$ cat config.mk
export PLATFORM = sky130hd
export DESIGN_NAME = piece_randomizer
export DESIGN_NICKNAME = d
export VERILOG_FILES = /design/src/rtl/piece_randomizer.sv
export SDC_FILE = /design/constraint.sdc
export NUM_CORES = 1
export LEC_CHECK = 0
export BUFFER_PORTS_ARGS = -buffer_cell sky130_fd_sc_hd__buf_2
export CAP_MARGIN = 10
export CORE_MARGIN = 2
export CORE_UTILIZATION = 54
export DETAILED_ROUTE_END_ITERATION = 16
export GPL_TIMING_DRIVEN = 0
export PLACE_DENSITY = 0.91
export SLEW_MARGIN = 10
export SYNTH_ARGS = -nofsm -noshare
export SYNTH_HDL_FRONTEND = slang
export SYNTH_SLANG_ARGS = --single-unit
$ cat constraint.sdc
create_clock -name clk_in -period 5.4 [get_ports clk_in]
set_clock_uncertainty 0.15 [all_clocks]
set_input_delay 1.35 -clock clk_in [delete_from_list [all_inputs] [get_ports clk_in]]
set_output_delay 1.35 -clock clk_in [all_outputs]
set_load 0.005 [all_outputs]
$ cat src/rtl/piece_randomizer.sv
// ---------------------------------------------------------------------------
// piece_randomizer
//
// Picks the next falling piece (index 0..6) from a free-running 16-bit LFSR.
// A request draws a candidate from the high LFSR byte mixed with the spawn
// counter. A candidate of 7 or a repeat of the previous piece triggers one
// reroll. The reroll result is always accepted, even if it repeats.
//
// Ports
//   clk_in          : system clock, all state updates on posedge
//   rst_in          : synchronous active-high reset
//   rng_in[15:0]    : upstream LFSR value, may change every cycle
//   req_in          : single-cycle request for the next piece
//   piece_out[2:0]  : selected piece, held until the next selection
//   valid_out       : one-cycle pulse when piece_out has just been updated
//   busy_out        : high whenever the FSM is not idle
//   spawn_count_out : number of accepted requests, modulo 256
// ---------------------------------------------------------------------------
module piece_randomizer #(
    parameter logic [2:0] INIT_PREV = 3'd0
) (
    input  logic        clk_in,
    input  logic        rst_in,
    input  logic [15:0] rng_in,
    input  logic        req_in,
    output logic [2:0]  piece_out,
    output logic        valid_out,
    output logic        busy_out,
    output logic [7:0]  spawn_count_out
);

    typedef enum logic [1:0] {
        IDLE   = 2'd0,
        CHECK  = 2'd1,
        REROLL = 2'd2
    } state_t;

    state_t      state_q, state_d;
    logic [2:0]  cand_q, cand_d;
    logic [2:0]  prev_q, prev_d;
    logic [2:0]  piece_q, piece_d;
    logic [7:0]  count_q, count_d;
    logic [7:0]  count_inc;
    logic        valid_q, valid_d;
    logic        busy_q;
    logic [2:0]  reroll_piece;
    logic        rng_low_unused;

    // The low LFSR byte does not take part in piece selection.
    assign rng_low_unused = ^rng_in[7:0];

    // First-draw candidate: low three bits of (hi byte + incremented count),
    // summed in 8 bits so the carry chain matches the counter width.
    function automatic logic [2:0] first_draw(input logic [7:0] rng_hi,
                                              input logic [7:0] count);
        logic [7:0] sum;
        sum = rng_hi + count;
        return sum[2:0];
    endfunction

    // Reroll: (rnd + prev) folded into 0..6. The sum is at most 13, so a
    // single conditional subtraction of 7 is a full modulo-7 reduction.
    function automatic logic [2:0] fold_mod7(input logic [2:0] rnd,
                                             input logic [2:0] prev);
        logic [3:0] s;
        s = {1'b0, rnd} + {1'b0, prev};
        if (s >= 4'd7) begin
            s = s - 4'd7;
        end
        return s[2:0];
    endfunction

    // The reroll samples the live LFSR value, not the one seen at request time.
    assign reroll_piece = fold_mod7(rng_in[10:8], prev_q);

    always_comb begin
        state_d   = state_q;
        cand_d    = cand_q;
        prev_d    = prev_q;
        piece_d   = piece_q;
        count_d   = count_q;
        valid_d   = 1'b0;
        count_inc = count_q + 8'd1;

        case (state_q)
            IDLE: begin
                if (req_in) begin
                    count_d = count_inc;
                    cand_d  = first_draw(rng_in[15:8], count_inc);
                    state_d = CHECK;
                end
            end
            CHECK: begin
                if ((cand_q != 3'd7) && (cand_q != prev_q)) begin
                    piece_d = cand_q;
                    prev_d  = cand_q;
                    valid_d = 1'b1;
                    state_d = IDLE;
                end else begin
                    state_d = REROLL;
                end
            end
            REROLL: begin
                piece_d = reroll_piece;
                prev_d  = reroll_piece;
                valid_d = 1'b1;
                state_d = IDLE;
            end
            default: begin
                state_d = IDLE;
            end
        endcase
    end

    // Reset overrides any selection in flight, so an aborted request never
    // pulses valid nor touches prev.
    always_ff @(posedge clk_in) begin
        if (rst_in) begin
            state_q <= IDLE;
            cand_q  <= 3'd0;
            prev_q  <= INIT_PREV;
            piece_q <= 3'd0;
            count_q <= 8'd0;
            valid_q <= 1'b0;
            busy_q  <= 1'b0;
        end else begin
            state_q <= state_d;
            cand_q  <= cand_d;
            prev_q  <= prev_d;
            piece_q <= piece_d;
            count_q <= count_d;
            valid_q <= valid_d;
            busy_q  <= (state_d != IDLE);
        end
    end

    assign piece_out       = piece_q;
    assign valid_out       = valid_q;
    assign busy_out        = busy_q;
    assign spawn_count_out = count_q;

endmodule

-- Word level (Yosys, flattened, before mapping)
Index checks and enable logic that the tools add are counted.
- $add $sub $neg: 4
- magnitude comparators: 1
- eq/ne operators: 5
- multiplexer cells: 8
- reduce and logical (&&, ||, !) cells: 6
- operator list (operator ; number):
    $add 8x1->8 const B ; 1
    $mux 3 ; 2
    $pmux 3 s2 ; 1
    $add 3x3->4 ; 1
    $ge 4x3->1 const B ; 1
    $mux 2 ; 2
    $pmux 2 s2 ; 1
    $reduce_and 2->1 ; 2
    $reduce_bool 2->1 ; 2
    $add 3x3->3 ; 1
    $ne 3x3->1 ; 1
    $ne 3x3->1 const B ; 1
    $sub 3x3->3 const B ; 1
    $eq 2x1->1 const B ; 1
    $eq 2x2->1 const B ; 1
    $logic_not 2->1 ; 1
    $ne 2x2->1 const B ; 1
    $pmux 1 s2 ; 1
    $logic_and 1x1->1 ; 1
    $mux 1 ; 1
- flip-flop bits (word level): 18
- input bits: 19
- output and inout bits: 13
- word-level logic and storage cells: 30

-- Depth between registers and ports, before layout
Gate-level depths: netlist of the first run.
- depth in word-level cells: 5
- gate-level depth with buffers: 10

-- Least setup slack after synthesis of the first run
OpenSTA, ideal clock, no wires.
- path kind: input-to-reg
- from: input port rng_in[8]
- to: register piece_q[0] (netlist: piece_out[0])
- data arrival time: 3.013 ns
- data required time: 5.159 ns
- setup slack: 2.146 ns
- cell stages on the path: 9
- path buffers: 0
- cell sequence: ha_1 inv_1 fa_1 inv_1 ha_1 a221oi_2 xnor2_1 mux2i_1 a311oi_1
- word-level cells in the longest chain between the ends: 4
- RTL lines (element ; RTL line ; text):
    from (decl) ; 24 ; input logic [15:0] rng_in,
    $add 3x3->4 * ; 66 ; s = {1'b0, rnd} + {1'b0, prev};
    $ge 4x3->1 / $sub 3x3->3 (equally long branches) ; 67, 68 ;
    $mux 3 * ; 67 ; if (s >= 4'd7) begin
    $pmux 3 s2 * ; 85 ; case (state_q)
    to (signal assigned) ; 130 ; piece_q <= piece_d;
    to (decl) ; 41 ; logic [2:0] piece_q, piece_d;
Every way passes the cells marked *; elsewhere a longest branch is shown, timed or not.
A chain may end at the register's enable or synchronous reset.

-- Worst setup path after layout of the first run
Same ends and word-level chain as after synthesis.

==> results of run 1 <==
==> cells in the mapped netlist (all sizes together), types with 2 or more instances <==
cell type  count  area, µm²
o211a          2       20.0
o21ai          3       26.3
xor2           5       43.8
dfxtp         18        360
or2            2       12.5
nand3          3       15.0
mux2i          2       20.0
fa             2       40.0
nand4          2       12.5
nor2          10       37.5
clkbuf         2       7.51
a41o           2       22.5
a21o           3       23.8
inv           10       37.5
xnor2          7       61.3
a21oi         11       58.8
nand2         12       45.0
ha             9        113
a211oi         2       15.0
==> worst min-delay path: stages (launching register included) <==
cell	delay, ns
dfxtp_1	0.35
xor2_1	0.07
nor2_1	0.07
==> metal layers <==
metal	global-route usage	vias to the layer above	wire, µm
met5	0	-	0
met4	0.0762	0	33
met3	0.0185	5	51
met2	0.389	15	1140
met1	0.256	428	945
li1	-	460	-
==> worst paths after layout <==
kind | from | to | slack, ns | cells after the start
setup reg to reg | piece_out[0] | piece_out[0] | 2.75 | 9
hold / removal | spawn_count_out[7] | spawn_count_out[7] | 0.38 | 2
setup / recovery | rng_in[8] | piece_out[0] | 2.11 | 10
hold reg to reg | spawn_count_out[7] | spawn_count_out[7] | 0.38 | 2
==> metrics by stage <==
stage	hold WS (ns)	utilization	power [mW]
after floorplan	0.334	-	0.257
after global placement	0.341	0.619	0.280
after detailed placement	0.353	0.619	0.290
after CTS	0.379	0.638	0.370
after global routing	0.421	0.638	0.394
final	0.377	0.638	0.368
==> final cells by class <==
cell class	instances	area share
inverters	10	0.0306
multi-input cells	89	0.539
plain buffers	3	0.0102
clock buffers	4	0.0296
repair buffers	17	0.0694
well taps	27	0.0276
flip-flops and latches	18	0.294
==> placed cells by master (no fill, tap or decap), drive strengths merged, types with 3 or more instances in the layout <==
cell,count
a21o,3
xnor2,7
nand3,3
nor2,10
ha,9
a21oi,11
clkbuf,6
o21ai,3
dfxtp,18
xor2,5
inv,10
buf,18
nand2,12
==> power groups by stage <==
stage	Sequential, mW	Combinational [mW]	Clock, mW
floorplan	0.161	0.0968	0
global placement	0.162	0.118	0
detailed placement	0.164	0.126	0
CTS	0.161	0.127	0.0822
global route	0.164	0.142	0.0881
finish	0.161	0.126	0.0806
==> kinds of logic after synthesis <==
| logic type | after synthesis | share of synthesized area |
|---|---|---|
| multiplexers | 2 | 0.0187 |
| flip-flops | 18 | 0.336 |
| AO/OA/AOI/OAI | 26 | 0.186 |
| adder cells (fa/ha/maj) | 11 | 0.143 |
| buffers and inverters | 13 | 0.0467 |
| AND/OR/NAND/NOR | 38 | 0.172 |
| XOR/XNOR | 12 | 0.0981 |
==> sequential cells by signal, indices dropped and copies added, names as in the netlist <==
| name | count |
|---|---|
| busy_out | 1 |
| cand_q | 3 |
| piece_out | 3 |
| spawn_count_out | 8 |
| state_q | 2 |
| valid_out | 1 |
==> run_results.csv, run 1 <==
group,metric,value,unit
worst_setup_path,worstPathArrival,3.35,ns
final_layout,drive_gt1_frac,0.206,
sta,tightest_slew,0.406,ns
clocking,root_buffer,"clkbuf_4",
clocking,worstSkewPairLatency,0.29,ns
worst_setup_path,worstPathMaxFanout,2,
grt,antenna_found_initial,0,
clocking,cts_max_level,1,
sta,hold_violations,0,
yosys,synthArstFlopShare,0,
final_layout,seq_area,360,µm²
place,place_congestion,0.813,
yosys,synth_edf_count,0,
final_layout,area_delta_synth_final,14.5,%
worst_setup_path,slowest_delay,0.48,ns
outcome,status,"finished, final reports clean",
grt,grt_util_all_layers,0.211,
place,numPlacedInstances,164,
sta,max_freq,304,MHz
floorplan,dieHeight,48.5,µm
clocking,clock_path_buffers,2,
flow_run,max-cap-violations,0,
yosys,synth-seq-cells,18,
power,pwr-share-comb,0.343,
sta,slew_violations,0,
clocking,cts_made_buffers,3,
drt,routed_via_density,5.40,
floorplan,io_pins,32,
worst_setup_path,critPathTopFamily,"adder cells",
worst_setup_path,path_cells,"buf_2 > ha_1 > inv_1 > fa_1 > inv_1 > ha_1 > a221oi_2 > xnor2_1 > mux2i_1 > a311oi_1",
final_layout,antenna_cells,0,
yosys,synth.cell_area,0.00107,mm²
clocking,cts.repair.resized,0,
sta,rsz0062_at_grt,"no",
power,pwr-share-clk,0.219,
worst_setup_path,crit_buf_inv,3,
final_layout,multi_input_area,661,µm²
sta,final.setup.tns,0,ns
power,p_per_area,300,mW/mm²
grt,grt_pass1_vias,917,
final_layout,design_area,0.00123,mm²
clocking,cts_tree,"done",
sta,slew_headroom,0.729,
place,portBuffers,17,
floorplan,die_x,48.5,µm
sta,setup_slack,2.11,ns
final_layout,fin_nets,172,
grt,grt_pass1_wl,3950,µm
power,p_sw,122,µW
power,seqPwrFrac,0.438,
drt,firstDrtPassIters,4,
grt,overflow,0,
power,p_int,246,µW
yosys,syn_inst,120,
sta,period_share,0.610,
worst_hold_path,min_path_type,"reg2reg",
clocking,cts_sinks,18,
yosys,synth.net_count,150,
worst_setup_path,crit_path_start_kind,"primary input",
power,ir_drop,221,µV
drt,post_drt_wl_per_cell,12.9,µm
worst_setup_path,worst_ep_required_time,5.45,ns
drt,vias,908,
yosys,synthFlopType,"dfxtp_1",
power,netSwitchingFraction,0.332,
drt,ant_nets,0,
place,dp_hpwl,1730,µm
floorplan,initial_utilization,0.557,
worst_setup_path,critPathKind,"in2reg",
clocking,cts-hold-fix-buffers,0,
floorplan,row_count,16,
drt,dr.first_iter.drc_count,9,
final_layout,finalNonFillerCells,168,
grt,grt_max_degree,11,
yosys,yosysUniqueCellTypes,36,
power,leakage,0.582,nW
worst_setup_path,cp_slowest_cell,"fa_1",
clocking,clkTransAtPathRegs,0.10,ns
floorplan,core_area,0.00192,mm²
place,placed_area,0.00119,mm²
sta,layout_min_cycle_time,3.29,ns
final_layout,final.fill_count,188,
worst_setup_path,end_kind,"register",
sta,setup_viol_count_final,0,
drt,drc_errors,0,
drt,wl,2170,µm
floorplan,die-area,0.00236,mm²
place,dp_slack,1.82,ns
clocking,cts_setup_buffers,0,
yosys,ys_warn_count,0,
yosys,seq_area_frac_synth,0.336,
yosys,syn_area_per_cell,8.93,µm²
Note: power is estimated with default switching activity, not from simulation.
==> run 2, diff against run 1 <==
CORE_UTILIZATION = 45   (was 54)
PLACE_DENSITY = 0.82   (was 0.91)
clock period = 2.7 ns   (was 5.4 ns; I/O delays follow)
==> run_results.csv, run 2 (synthesis gave the netlist of run 1 again) <==
group,metric,value,unit
sta,setup_viol_count_final,0,
final_layout,largest_register_ffs,8,
drt,firstDrtPassIters,4,
outcome,status,"finished, final reports clean",
worst_hold_path,min-delay-start,"spawn_count_out[7]",
clocking,root_buffer,"clkbuf_4",
drt,ant_nets,0,
sta,slew_violations,0,
final_layout,finalNonFillerCells,169,
place,numPlacedInstances,165,
worst_setup_path,crit_path_start_kind,"primary input",
clocking,cts_max_level,1,
clocking,clkTransAtPathRegs,0.11,ns
final_layout,layout_commonest_cell,"buf_2",
worst_hold_path,whs_path_depth,2,
grt,grt_pass1_vias,887,
sta,period_share,0.929,
power,ir_drop,411,µV
final_layout,fin_nets,172,
floorplan,io_pins,32,
floorplan,row_count,17,
clocking,cts_made_buffers,3,
worst_setup_path,critPathTopFamily,"adder cells",
drt,routed_via_density,5.39,
sta,hold_ws,0.383,ns
clocking,cts_tree,"done",
worst_setup_path,startpoint,"rng_in[8]",
sta,layout_min_cycle_time,2.51,ns
sta,final.setup.tns,0,ns
clocking,cts-hold-fix-buffers,0,
worst_setup_path,end_kind,"register",
floorplan,core_area,0.00223,mm²
final_layout,layout_common_cells,"18 x buf_2, 17 x dfxtp_1, 12 x nand2_1",
drt,post_drt_wl_per_cell,13.3,µm
place,portBuffers,17,
worst_setup_path,worstPathArrival,2.57,ns
grt,grt_pass1_wl,3740,µm
drt,wl,2250,µm
worst_setup_path,path_cells,"buf_2 > ha_1 > inv_1 > fa_1 > inv_1 > ha_1 > a221oi_2 > xnor2_1 > mux2i_1 > a311oi_1",
worst_setup_path,reg2reg_depth,9,
drt,dr.first_iter.drc_count,12,
worst_setup_path,cp_slowest_cell,"fa_1",
worst_setup_path,critPathKind,"in2reg",
worst_hold_path,holdPathEnd,"spawn_count_out[7]",
grt,grt_max_degree,11,
drt,vias,911,
worst_setup_path,r2r_slack,0.23,ns
sta,rsz0062_at_grt,"no",
floorplan,die_x,52.8,µm
clocking,cts_sinks,18,
sta,tightest_slew,0.426,ns
worst_setup_path,regToRegStartpoint,"piece_out[0]",
worst_hold_path,min_path_type,"reg2reg",
drt,drc_errors,0,
place,dp_hpwl,1670,µm
worst_setup_path,slowest_delay,0.48,ns
floorplan,dieHeight,52.8,µm
power,p_per_area,606,mW/mm²
worst_setup_path,crit_buf_inv,3,
final_layout,drive_gt1_frac,0.213,
clocking,clock_path_buffers,2,
sta,slew_headroom,0.716,
final_layout,area_delta_synth_final,14.7,%
place,place_congestion,0.851,
grt,grt_util_all_layers,0.183,
sta,max_freq,399,MHz
floorplan,initial_utilization,0.480,
worst_setup_path,worstPathMaxFanout,2,
grt,antenna_found_initial,0,
flow_run,max-cap-violations,0,
worst_setup_path,worst_ep_required_time,2.76,ns
clocking,worstSkewPairLatency,0.30,ns
clocking,cts_setup_buffers,0,
power,leakage,0.583,nW
sta,hold_violations,0,
sta,setup_slack,0.193,ns
clocking,cts.repair.resized,0,
worst_setup_path,reg2reg_to,"piece_out[0]",
grt,overflow,0,
place,dp_slack,-0.124,ns
floorplan,die-area,0.00279,mm²
final_layout,antenna_cells,0,
## run 2: cell count changes in the layout (fill, tap and decap cells not counted)
cell     previous run  this run
dfxtp_1            18        17
dfxtp_2             0         1
## run 2: area by class of cell
cell class | instances | area, µm²
inverters | 10 | 37.5
repair buffers | 17 | 85.1
well taps | 28 | 35.0
clock buffers | 4 | 36.3
multi-input cells | 89 | 661
flip-flops and latches | 18 | 362
fillers | 217 | 1000
plain buffers | 3 | 12.5
## run 2: worst max-delay path by stage
stage                        end  slack, ns  cells past startpoint
finish              piece_out[0]       0.19                     10
global route        piece_out[0]       0.02                     10
CTS                 piece_out[0]       0.14                      9
detailed placement  piece_out[0]      -0.12                     10
global placement    piece_out[0]      -0.07                     10
floorplan           piece_out[0]       0.12                      9
## run 2: metrics by stage
stage	power [mW]	utilization	area [µm²]
6_report	0.744	0.550	1230
5_1_grt	0.795	0.550	1230
4_1_cts	0.745	0.550	1230
3_5_place_dp	0.578	0.533	1190
3_3_place_gp	0.562	0.533	1190
2_1_floorplan	0.515	-	1070
## run 2: per-layer routing
metal | vias to the layer above | track usage | wire [µm]
met5 | - | 0 | 0
met3 | 5 | 0.0343 | 73
met1 | 428 | 0.208 | 1020
met2 | 20 | 0.331 | 1130
li1 | 458 | - | -
met4 | 0 | 0.0769 | 35
## run 2: report_power, final
| group | leakage, nW | internal [mW] | switching, mW |
|---|---|---|---|
| clock | 0.0210 | 0.0823 | 0.0868 |
| sequential | 0.147 | 0.291 | 0.0334 |
| combinational | 0.414 | 0.119 | 0.132 |
| total | 0.583 | 0.492 | 0.252 |
## run 2: worst register-to-register path: stages, from the launching register on
cell and delay (ns):
dfxtp_2 0.41, ha_1 0.18, inv_1 0.05, fa_1 0.48, inv_1 0.05, ha_1 0.22, a221oi_2 0.33, xnor2_1 0.16
mux2i_1 0.09, a311oi_1 0.26
==> run 3, diff against run 2 <==
RECOVER_POWER = 50   (was not set)
==> run_results.csv, run 3 (synthesis gave the netlist of run 1 again) <==
group,metric,value,unit
outcome,status,"finished, final reports clean",
final_layout,layout_commonest_cell,"dfxtp_1",
clocking,clkTransAtPathRegs,0.11,ns
final_layout,largest_register_ffs,8,
sta,layout_min_cycle_time,2.51,ns
clocking,worstSkewPairLatency,0.30,ns
sta,max_freq,399,MHz
drt,post_drt_wl_per_cell,13.3,µm
drt,firstDrtPassIters,4,
clocking,cts_sinks,18,
power,finalPower,743,µW
sta,period_share,0.929,
place,place_congestion,0.851,
sta,rsz0062_at_grt,"no",
grt,overflow,0,
final_layout,layout_common_cells,"17 x dfxtp_1, 14 x buf_2, 12 x nand2_1",
grt,antenna_found_initial,0,
clocking,cts_setup_buffers,0,
final_layout,fin_nets,172,
final_layout,multi_input_area,661,µm²
grt,grt_pass1_wl,3740,µm
floorplan,die_x,52.8,µm
final_layout,final.fill_count,220,
final_layout,area_delta_synth_final,14.3,%
sta,slew_violations,0,
drt,drc_errors,0,
final_layout,antenna_cells,0,
clocking,root_buffer,"clkbuf_4",
drt,ant_nets,0,
worst_setup_path,startpoint,"rng_in[8]",
drt,routed_via_density,5.39,
place,dp_hpwl,1670,µm
worst_setup_path,regToRegStartpoint,"piece_out[0]",
sta,tightest_slew,0.432,ns
grt,grt_util_all_layers,0.183,
worst_setup_path,end_kind,"register",
floorplan,row_count,17,
worst_setup_path,crit_path_start_kind,"primary input",
grt,grt_pass1_vias,887,
grt,grt_max_degree,11,
drt,wl,2250,µm
power,leakage,0.567,nW
final_layout,seq_area,362,µm²
clocking,cts_tree,"done",
clocking,cts-hold-fix-buffers,0,
sta,setup_slack,0.193,ns
floorplan,initial_utilization,0.480,
clocking,cts_made_buffers,3,
place,dp_slack,-0.124,ns
flow_run,max-cap-violations,0,
floorplan,io_pins,32,
worst_setup_path,reg2reg_depth,9,
sta,setup_viol_count_final,0,
floorplan,core_area,0.00223,mm²
worst_setup_path,worstPathMaxFanout,2,
clocking,clock_path_buffers,2,
final_layout,drive_gt1_frac,0.184,
worst_setup_path,r2r_slack,0.23,ns
clocking,cts_max_level,1,
worst_setup_path,worst_ep_required_time,2.76,ns
power,p_per_area,607,mW/mm²
power,ir_drop,404,µV
worst_setup_path,reg2reg_to,"piece_out[0]",
worst_hold_path,min-delay-start,"spawn_count_out[7]",
worst_hold_path,min_path_type,"reg2reg",
drt,dr.first_iter.drc_count,12,
floorplan,die-area,0.00279,mm²
worst_setup_path,critPathKind,"in2reg",
final_layout,utilization,0.548,
worst_setup_path,cp-endpoint,"piece_out[0]",
place,portBuffers,17,
sta,slew_headroom,0.712,
sta,hold_violations,0,
floorplan,dieHeight,52.8,µm
worst_setup_path,worstPathArrival,2.57,ns
drt,vias,911,
-- run 3: cell type report --
| cell class | count | area share |
|---|---|---|
| buffer | 3 | 0.00920 |
| clock buffer | 4 | 0.0297 |
| inverter | 10 | 0.0307 |
| multi-input combinational | 89 | 0.540 |
| sequential | 18 | 0.296 |
| tap | 28 | 0.0286 |
| timing repair buffer | 17 | 0.0665 |
-- run 3: what timing repair did --
action                                  in CTS  in global routing
resized for setup                            0                  1
endpoints found under the hold margin        0                  0
endpoints found under the setup margin       0                  2
-- run 3: worst min path at each step --
stage               depth (start not counted)  slack (ns)                  to
detailed placement                          2        0.36  spawn_count_out[7]
CTS                                         2        0.39  spawn_count_out[7]
finish                                      2        0.38  spawn_count_out[7]
floorplan                                   2        0.33           cand_q[0]
global route                                2        0.41  spawn_count_out[7]
global placement                            2        0.35  spawn_count_out[7]
-- run 3: per-layer routing --
| layer | global-route usage | vias up | part of all wire |
|---|---|---|---|
| li1 | - | 458 | - |
| met2 | 0.331 | 20 | 0.50 |
| met4 | 0.0769 | 0 | 0.016 |
| met1 | 0.208 | 428 | 0.45 |
| met3 | 0.0343 | 5 | 0.033 |
| met5 | 0 | - | 0 |
-- run 3: stage by stage --
step	hold slack [ns]	area [µm²]	cells	setup TNS, ns
4_1_cts	0.389	1230	169	0
2_1_floorplan	0.334	1070	120	0
3_3_place_gp	0.349	1190	165	-0.133
6_report	0.383	1220	169	0
3_5_place_dp	0.358	1190	165	-0.228
5_1_grt	0.415	1220	169	0
-- run 3: power breakdown --
group	switching [mW]	total, mW	internal [mW]
clock	0.0867	0.169	0.0823
combinational	0.132	0.249	0.117
sequential	0.0335	0.325	0.291
-- run 3: worst max-delay path: stages --
cell and delay, ns:
buf_2 0.09, ha_1 0.15, inv_1 0.05, fa_1 0.48, inv_1 0.05, ha_1 0.22
a221oi_2 0.33, xnor2_1 0.16, mux2i_1 0.09, a311oi_1 0.26
